## src/rtl/pipe_check_pkg.sv

```systemverilog
// Shared definitions for the pipeline check monitor.
//   - parameter defaults for data, register address, entry count and cycle widths
//   - run-control FSM state encoding
//   - idx_width(): entry-index width, never narrower than one bit
package pipe_check_pkg;

  localparam int DEF_DATA_W     = 32;
  localparam int DEF_REG_ADDR_W = 5;
  localparam int DEF_NUM_CHECKS = 8;
  localparam int DEF_CYCLE_W    = 32;

  typedef enum logic [1:0] {
    ST_IDLE  = 2'd0,
    ST_COUNT = 2'd1,
    ST_CHECK = 2'd2,
    ST_DONE  = 2'd3
  } state_t;

  function automatic int idx_width(input int n);
    return (n > 1) ? $clog2(n) : 1;
  endfunction

endpackage

```

## src/rtl/check_table.sv

```systemverilog
// Check-entry storage: NUM_CHECKS entries of {enable, register address,
// expected value}.
//   clk, rst_n                 : clock, synchronous active-low reset (enables only)
//   we, wr_idx, wr_en,
//   wr_addr, wr_data           : single write port
//   rd_idx                     : read index
//   rd_en, rd_addr, rd_data    : combinational read of entry rd_idx
//                                (zeros when rd_idx is past the last entry)
module check_table
  import pipe_check_pkg::*;
#(
  parameter int DATA_W     = DEF_DATA_W,
  parameter int REG_ADDR_W = DEF_REG_ADDR_W,
  parameter int NUM_CHECKS = DEF_NUM_CHECKS,
  parameter int IDX_W      = idx_width(NUM_CHECKS)
) (
  input  logic                  clk,
  input  logic                  rst_n,
  input  logic                  we,
  input  logic [IDX_W-1:0]      wr_idx,
  input  logic                  wr_en,
  input  logic [REG_ADDR_W-1:0] wr_addr,
  input  logic [DATA_W-1:0]     wr_data,
  input  logic [IDX_W-1:0]      rd_idx,
  output logic                  rd_en,
  output logic [REG_ADDR_W-1:0] rd_addr,
  output logic [DATA_W-1:0]     rd_data
);

  localparam logic [IDX_W:0] NUM_C = NUM_CHECKS[IDX_W:0];

  // Enables must clear on reset, so they live in flops; address and
  // expected value need no reset and are kept as plain arrays.
  logic [NUM_CHECKS-1:0]  en_reg;
  logic [REG_ADDR_W-1:0]  addr_mem [NUM_CHECKS];
  logic [DATA_W-1:0]      data_mem [NUM_CHECKS];

  for (genvar gi = 0; gi < NUM_CHECKS; gi++) begin : g_entry
    always_ff @(posedge clk) begin
      if (!rst_n) begin
        en_reg[gi] <= 1'b0;
      end else if (we && (wr_idx == IDX_W'(gi))) begin
        en_reg[gi] <= wr_en;
      end
    end
  end

  always_ff @(posedge clk) begin
    if (we) begin
      addr_mem[wr_idx] <= wr_addr;
      data_mem[wr_idx] <= wr_data;
    end
  end

  // Combinational read: the monitor registers the address itself, so a
  // registered read here would add a cycle to every slot.
  always_comb begin
    rd_en   = 1'b0;
    rd_addr = '0;
    rd_data = '0;
    if ({1'b0, rd_idx} < NUM_C) begin
      rd_en   = en_reg[rd_idx];
      rd_addr = addr_mem[rd_idx];
      rd_data = data_mem[rd_idx];
    end
  end

endmodule

```

## src/rtl/pipe_check_monitor.sv

```systemverilog
// Pipeline end-of-run checker. After a start pulse it counts cycles up to
// target_cycle, then walks the check table one entry per cycle, reading the
// register file and comparing against the expected values.
//   clk, rst_n        : clock, synchronous active-low reset
//   cfg_we/idx/en/
//   cfg_addr/cfg_data : check-entry write (accepted in IDLE or DONE only)
//   target_cycle      : last counting cycle (0 or 1 = check immediately)
//   start             : start pulse (accepted in IDLE or DONE only)
//   rf_rd_addr        : registered register-file read address
//   rf_rd_data        : combinational register-file read data
//   busy, done, pass  : run active, results valid, all enabled entries matched
//   fail_count        : mismatching enabled entries (saturating)
//   first_fail_idx/
//   first_fail_data   : entry index and actual value of the first mismatch
//   cycle_count       : current run cycle, frozen outside COUNT
module pipe_check_monitor
  import pipe_check_pkg::*;
#(
  parameter  int DATA_W     = DEF_DATA_W,
  parameter  int REG_ADDR_W = DEF_REG_ADDR_W,
  parameter  int NUM_CHECKS = DEF_NUM_CHECKS,
  parameter  int CYCLE_W    = DEF_CYCLE_W,
  localparam int IDX_W      = idx_width(NUM_CHECKS)
) (
  input  logic                  clk,
  input  logic                  rst_n,
  input  logic                  cfg_we,
  input  logic [IDX_W-1:0]      cfg_idx,
  input  logic                  cfg_en,
  input  logic [REG_ADDR_W-1:0] cfg_addr,
  input  logic [DATA_W-1:0]     cfg_data,
  input  logic [CYCLE_W-1:0]    target_cycle,
  input  logic                  start,
  output logic [REG_ADDR_W-1:0] rf_rd_addr,
  input  logic [DATA_W-1:0]     rf_rd_data,
  output logic                  busy,
  output logic                  done,
  output logic                  pass,
  output logic [IDX_W:0]        fail_count,
  output logic [IDX_W-1:0]      first_fail_idx,
  output logic [DATA_W-1:0]     first_fail_data,
  output logic [CYCLE_W-1:0]    cycle_count
);

  localparam logic [IDX_W:0] NUM_C = NUM_CHECKS[IDX_W:0];

  state_t              state_reg;
  logic [CYCLE_W-1:0]  target_reg;
  logic [IDX_W:0]      chk_cnt_reg;     // CHECK cycle number, 0..NUM_CHECKS

  // Entry whose address is currently on rf_rd_addr.
  logic                cur_en_reg;
  logic [DATA_W-1:0]   cur_exp_reg;
  logic [IDX_W-1:0]    cur_idx_reg;

  // Sampled read result, compared one cycle after the read.
  logic                cmp_valid_reg;
  logic                cmp_en_reg;
  logic [DATA_W-1:0]   cmp_exp_reg;
  logic [DATA_W-1:0]   cmp_act_reg;
  logic [IDX_W-1:0]    cmp_idx_reg;

  logic                tbl_we;
  logic [IDX_W-1:0]    tbl_rd_idx;
  logic                tbl_rd_en;
  logic [REG_ADDR_W-1:0] tbl_rd_addr;
  logic [DATA_W-1:0]   tbl_rd_data;

  logic [IDX_W:0]      next_slot;
  logic                next_slot_ok;
  logic                cmp_mismatch;

  // Configuration is frozen while a run is in progress.
  assign tbl_we = cfg_we && ((state_reg == ST_IDLE) || (state_reg == ST_DONE));

  // The table is read one slot ahead: entry 0 while leaving COUNT, entry
  // k+1 during CHECK cycle k, so its address lands on rf_rd_addr in time.
  always_comb begin
    next_slot = '0;
    if (state_reg == ST_CHECK) begin
      next_slot = chk_cnt_reg + 1'b1;
    end
    next_slot_ok = (next_slot < NUM_C);
    cmp_mismatch = cmp_valid_reg && cmp_en_reg && (cmp_act_reg != cmp_exp_reg);
  end

  assign tbl_rd_idx = next_slot[IDX_W-1:0];

  check_table #(
    .DATA_W     (DATA_W),
    .REG_ADDR_W (REG_ADDR_W),
    .NUM_CHECKS (NUM_CHECKS),
    .IDX_W      (IDX_W)
  ) u_table (
    .clk     (clk),
    .rst_n   (rst_n),
    .we      (tbl_we),
    .wr_idx  (cfg_idx),
    .wr_en   (cfg_en),
    .wr_addr (cfg_addr),
    .wr_data (cfg_data),
    .rd_idx  (tbl_rd_idx),
    .rd_en   (tbl_rd_en),
    .rd_addr (tbl_rd_addr),
    .rd_data (tbl_rd_data)
  );

  always_ff @(posedge clk) begin
    if (!rst_n) begin
      state_reg       <= ST_IDLE;
      target_reg      <= '0;
      chk_cnt_reg     <= '0;
      cur_en_reg      <= 1'b0;
      cur_exp_reg     <= '0;
      cur_idx_reg     <= '0;
      cmp_valid_reg   <= 1'b0;
      cmp_en_reg      <= 1'b0;
      cmp_exp_reg     <= '0;
      cmp_act_reg     <= '0;
      cmp_idx_reg     <= '0;
      rf_rd_addr      <= '0;
      busy            <= 1'b0;
      done            <= 1'b0;
      pass            <= 1'b0;
      fail_count      <= '0;
      first_fail_idx  <= '0;
      first_fail_data <= '0;
      cycle_count     <= '0;
    end else begin
      cmp_valid_reg <= 1'b0;
      case (state_reg)
        ST_IDLE, ST_DONE: begin
          if (start) begin
            done            <= 1'b0;
            pass            <= 1'b0;
            fail_count      <= '0;
            first_fail_idx  <= '0;
            first_fail_data <= '0;
            cycle_count     <= {{(CYCLE_W-1){1'b0}}, 1'b1};
            target_reg      <= target_cycle;
            busy            <= 1'b1;
            state_reg       <= ST_COUNT;
          end
        end

        ST_COUNT: begin
          cycle_count <= cycle_count + 1'b1;
          // A target of 0 would otherwise wait a full counter wrap.
          if ((target_reg == '0) || (cycle_count == target_reg)) begin
            state_reg   <= ST_CHECK;
            chk_cnt_reg <= '0;
            rf_rd_addr  <= tbl_rd_addr;
            cur_en_reg  <= tbl_rd_en;
            cur_exp_reg <= tbl_rd_data;
            cur_idx_reg <= tbl_rd_idx;
          end
        end

        ST_CHECK: begin
          // Stage 2: judge the value sampled in the previous cycle.
          if (cmp_mismatch) begin
            if (fail_count == '0) begin
              first_fail_idx  <= cmp_idx_reg;
              first_fail_data <= cmp_act_reg;
            end
            if (fail_count != NUM_C) begin
              fail_count <= fail_count + 1'b1;
            end
          end

          // Stage 1: sample the register file for the entry on the bus.
          if (chk_cnt_reg < NUM_C) begin
            cmp_valid_reg <= 1'b1;
            cmp_en_reg    <= cur_en_reg;
            cmp_exp_reg   <= cur_exp_reg;
            cmp_act_reg   <= rf_rd_data;
            cmp_idx_reg   <= cur_idx_reg;
          end

          if (next_slot_ok) begin
            rf_rd_addr  <= tbl_rd_addr;
            cur_en_reg  <= tbl_rd_en;
            cur_exp_reg <= tbl_rd_data;
            cur_idx_reg <= tbl_rd_idx;
          end

          chk_cnt_reg <= chk_cnt_reg + 1'b1;

          if (chk_cnt_reg == NUM_C) begin
            state_reg <= ST_DONE;
            busy      <= 1'b0;
            done      <= 1'b1;
            pass      <= (fail_count == '0) && !cmp_mismatch;
          end
        end

        default: state_reg <= ST_IDLE;
      endcase
    end
  end

endmodule

```

## config.mk

```make
export PLATFORM = sky130hd
export DESIGN_NAME = pipe_check_monitor
export DESIGN_NICKNAME = d
export VERILOG_FILES = /design/src/rtl/pipe_check_pkg.sv /design/src/rtl/check_table.sv /design/src/rtl/pipe_check_monitor.sv
export SDC_FILE = /design/constraint.sdc
export NUM_CORES = 1
export LEC_CHECK = 0
export ABC_CLOCK_PERIOD_IN_PS = 5800
export BUFFER_PORTS_ARGS = -buffer_cell sky130_fd_sc_hd__buf_2
export CAP_MARGIN = 20
export CORE_ASPECT_RATIO = 1.75
export CORE_UTILIZATION = 55
export DETAILED_ROUTE_END_ITERATION = 6
export HOLD_SLACK_MARGIN = 0.03
export PLACE_DENSITY = 0.86
export RECOVER_POWER = 100
export SLEW_MARGIN = 0
export SYNTH_ARGS = -nofsm -noshare
export SYNTH_HDL_FRONTEND = slang
export SYNTH_SLANG_ARGS = --single-unit
```

## constraint.sdc

```tcl
create_clock -name clk -period 5.8 [get_ports clk]
set_input_delay 0.87 -clock clk [delete_from_list [all_inputs] [get_ports clk]]
set_output_delay 0.87 -clock clk [all_outputs]
set_load 0.03 [all_outputs]
```

==> results.rst <==
.. list-table::
   :header-rows: 1

   * - Metric
     - Value
   * - Unrepaired setup endpoints after global routing
     - no
   * - Register clock-pin slew on the reported worst setup and hold paths
     - 0.07 ns
   * - Achievable frequency
     - 0.225 GHz
   * - Leakage power summed over all cells
     - 8.22 nW
   * - Most area-consuming cells after synthesis
     - sky130_fd_sc_hd__edfxtp_1 43%, sky130_fd_sc_hd__dfxtp_1 22%, sky130_fd_sc_hd__nand2_1 4.8%
   * - Fraction of post-synthesis cell area in the top cell type by area
     - 43.0%
   * - Total negative slack
     - 0 ns
   * - First-pass GRT wire length
     - 76300 um
   * - Synthesized netlist net count
     - 1728
   * - I/O pins
     - 188
   * - Worst supply voltage drop on vdd
     - 0.000288 V
   * - Average wire per cell in the routed design
     - 22.3 um
   * - Fraction of layout instances using a drive strength above 1
     - 11.5%
   * - Post-synth EDFFs
     - 296
   * - Share of synthesized registers carrying an async set or reset
     - 0%
   * - Largest register by flop count
     - u_table.data_mem
   * - Data required, critical path
     - 6.32 ns
   * - Number of storage elements in the synthesis netlist
     - 526
   * - Initial cell density of the core
     - 56.0%
   * - Number of sinks driven by the clock tree
     - 526
   * - Ordered list of cells on the worst path
     - inv_1 -> ha_1 -> clkbuf_1 -> nand2_1 -> clkbuf_1 -> mux4_2 -> nand3_1 -> o211a_1
   * - Maximum number of pins on one net before global-route repair
     - 124
   * - Clk_lat worst skew
     - 0.57 ns
   * - Max FFs per register
     - 256
   * - Sequential cell area fraction in the yosys report
     - 65.3%
   * - Prevailing post-synth register cell
     - sky130_fd_sc_hd__edfxtp_1
   * - Number of maximum-capacitance constraint violations
     - 12
   * - Combined global-route utilization of all metal layers
     - 26.0%
   * - Outcome
     - finished, violations left
   * - Antenna violations before repair
     - 5
   * - List of most frequent post-synthesis cells
     - 296 x sky130_fd_sc_hd__edfxtp_1, 262 x sky130_fd_sc_hd__nand2_1, 230 x sky130_fd_sc_hd__dfxtp_1, 117 x sky130_fd_sc_hd__a21oi_1, 83 x sky130_fd_sc_hd__mux2i_1
   * - Post-Route WL
     - 50700 um
   * - Top Registers
     - u_table.data_mem (256), u_table.addr_mem (40)
   * - Final-report max-slew violation count
     - 503
   * - Total number of vias
     - 13882
   * - # setup viols final
     - 0
   * - Total CTS buffers
     - 43
   * - Multiplexer share of the synthesized area
     - 8.27%
   * - Power density relative to cell area
     - 424 nW/um^2
   * - Clock buffer depth
     - 3
   * - Htree depth
     - 2
   * - Residual overflow from global routing
     - 0
   * - DRC errors left
     - 0
   * - Worst setup margin
     - 1.36 ns
   * - Final worst path period share
     - 76.5%
   * - Core box area
     - 36900 sq um
   * - Final critical delay including setup and external delays
     - 4.44 ns
   * - Number of nets still failing antenna checks after routing
     - 0
   * - Worst-case setup slack after placement
     - 2.54 ns
   * - Count leader, synth
     - sky130_fd_sc_hd__edfxtp_1
   * - Placement Rows
     - 93
   * - Simple logic cell fraction of the synthesized area
     - 10.3%
   * - Floorplan die area
     - 38400 sq um
   * - Clock skew
     - 0.0205 ns
   * - Syn. warnings
     - 0
   * - Number of setup buffers added after CTS
     - 0
   * - Root buf cell
     - sky130_fd_sc_hd__clkbuf_16
   * - 1st-pass router iterations
     - 5
   * - Via count of the first global-routing pass
     - 14010
   * - Clock tree from TritonCTS
     - yes
   * - Number of hold-repair buffers added at the cts stage
     - 0
   * - Actual slew at the worst max-slew pin
     - 2.98 ns
   * - Post-synth top area cell
     - sky130_fd_sc_hd__edfxtp_1
   * - Critical Setup Path Class
     - flop to flop
   * - Area fraction in compound gates after synthesis
     - 8.76%
   * - Syn Inst Count
     - 1611
   * - Die Wd
     - 149 um
   * - Share of the synthesized netlist area taken by xor and xnor gates
     - 3.98%
   * - Via/cell ratio
     - 6.10
   * - Crit. End Element
     - flop
   * - Type of element launching the critical path
     - flop
   * - Maximum fanout along the worst path
     - 34
   * - Data arrival at the endpoint of the critical path
     - 4.95 ns
   * - Post-DP HPWL
     - 31300 um
   * - Failing checks
     - capacitance limit, slew limit
   * - Main combinational cell family by area after synthesis
     - simple AND/OR/NAND/NOR gates
   * - Library cells used by synthesis
     - 56
   * - Adder-cell area share of the yosys netlist
     - 0.484%
   * - Final hold viol count
     - 0
   * - Number of filler cells placed in the layout
     - 2651
   * - Area added between synthesis and finish
     - 12.4%
   * - Average instance area after synthesis
     - 12.8 sq um
   * - Number of gates resized after CTS
     - 0
   * - Cell mode on critical path
     - sky130_fd_sc_hd__clkbuf_1
   * - Global placement routability congestion
     - 0.898
   * - Delay of the slowest cell on the worst path
     - 1.18 ns
   * - Cell area after synthesis
     - 20700 sq um
   * - Number of DRC markers in iteration 0
     - 1261
   * - Post-layout nets
     - 1879
   * - Chip Height
     - 258 um
   * - IO Port Bufs
     - 187
   * - Worst slew slack as a fraction of its limit
     - -98.4%
   * - Setup slack of the worst register-to-register path
     - 1.36 ns
   * - Worst hold-check path type
     - flop to flop
   * - Critical-path cell with the highest stage delay
     - sky130_fd_sc_hd__clkbuf_1
## final cells by class
class | count | area [sq um] | share of cell area, %
antenna | 3 | 7.51 | 0.0323
clock buffer | 55 | 1180 | 5.09
clock inverter | 24 | 315 | 1.36
inverter | 11 | 43.8 | 0.189
multi-input combinational | 967 | 6630 | 28.5
sequential | 526 | 13500 | 58.1
tap | 475 | 594 | 2.56
timing repair buffer | 213 | 960 | 4.13
## stage by stage
stage          instance area, sq um  util, %  instances  power (mW)  hold WS (ns)
2_1_floorplan                 20700        -       1611        6.19         0.432
3_3_place_gp                  21900     59.4       2188        6.69         0.441
3_5_place_dp                  21900     59.5       2190        6.80         0.446
4_1_cts                       23400     63.5       2269        9.85         0.456
5_1_grt                       23200     63.0       2273        10.2         0.478
6_report                      23200     63.0       2274        9.84         0.458
## worst paths after layout
kind | from | end | depth (start not counted)
setup reg to reg | state_reg[0] | cur_exp_reg[18] | 8
hold / removal | cur_en_reg | cmp_en_reg | 2
hold reg to reg | cur_en_reg | cmp_en_reg | 2
setup / recovery | state_reg[0] | cur_exp_reg[18] | 8
## power breakdown
| group | internal (mW) | total [mW] | switching, mW |
|---|---|---|---|
| combinational | 0.756 | 2.23 | 1.47 |
| sequential | 4.28 | 4.55 | 0.263 |
| clock | 1.73 | 3.07 | 1.34 |
| total | 6.77 | 9.84 | 3.07 |
## placed cells by master (no fill, tap or decap), types with 44 or more instances in the layout
cell                        synthesis  routed
sky130_fd_sc_hd__nand2_1          262     261
sky130_fd_sc_hd__buf_2             16      70
sky130_fd_sc_hd__mux2i_1           83      83
sky130_fd_sc_hd__o22ai_1           47      47
sky130_fd_sc_hd__nand3_1           71      71
sky130_fd_sc_hd__a21oi_1          117     117
sky130_fd_sc_hd__clkbuf_1          55     140
sky130_fd_sc_hd__edfxtp_1         296     296
sky130_fd_sc_hd__xor2_1            61      61
sky130_fd_sc_hd__clkbuf_16          0      44
sky130_fd_sc_hd__dfxtp_1          230     230
## worst max-delay path: cells and delay by family (launching register included)
family,cells,cell delay (ns)
buffers and inverters,3,2.11
AND/OR/NAND/NOR,2,1.07
multiplexers,1,0.52
flip-flops,1,0.33
AO/OA/AOI/OAI,1,0.17
adder cells (fa/ha/maj),1,0.15
## layer usage
layer  vias to the layer above  global-route usage [%]  routed length [um]
met3                       157                    4.26                3520
li1                       6245                       -                   -
met1                      6823                    28.5               17900
met2                       651                    46.8               26800
met5                         -                       0                  37
met4                         6                    15.6                2480
## cells by family (layout without fill, tap and decap cells)
| kind of cell | count (synthesis) | in the layout |
|---|---|---|
| adders and majority gates | 8 | 8 |
| DFF | 526 | 526 |
| buffers and inverters | 118 | 303 |
| muxes | 123 | 123 |
| and+or+nand+nor | 470 | 470 |
| xor gates and xnor gates | 93 | 93 |
| AOI/OAI and AO/OA | 273 | 273 |
| other | 0 | 3 |
Power figures use the tool's default switching activity.
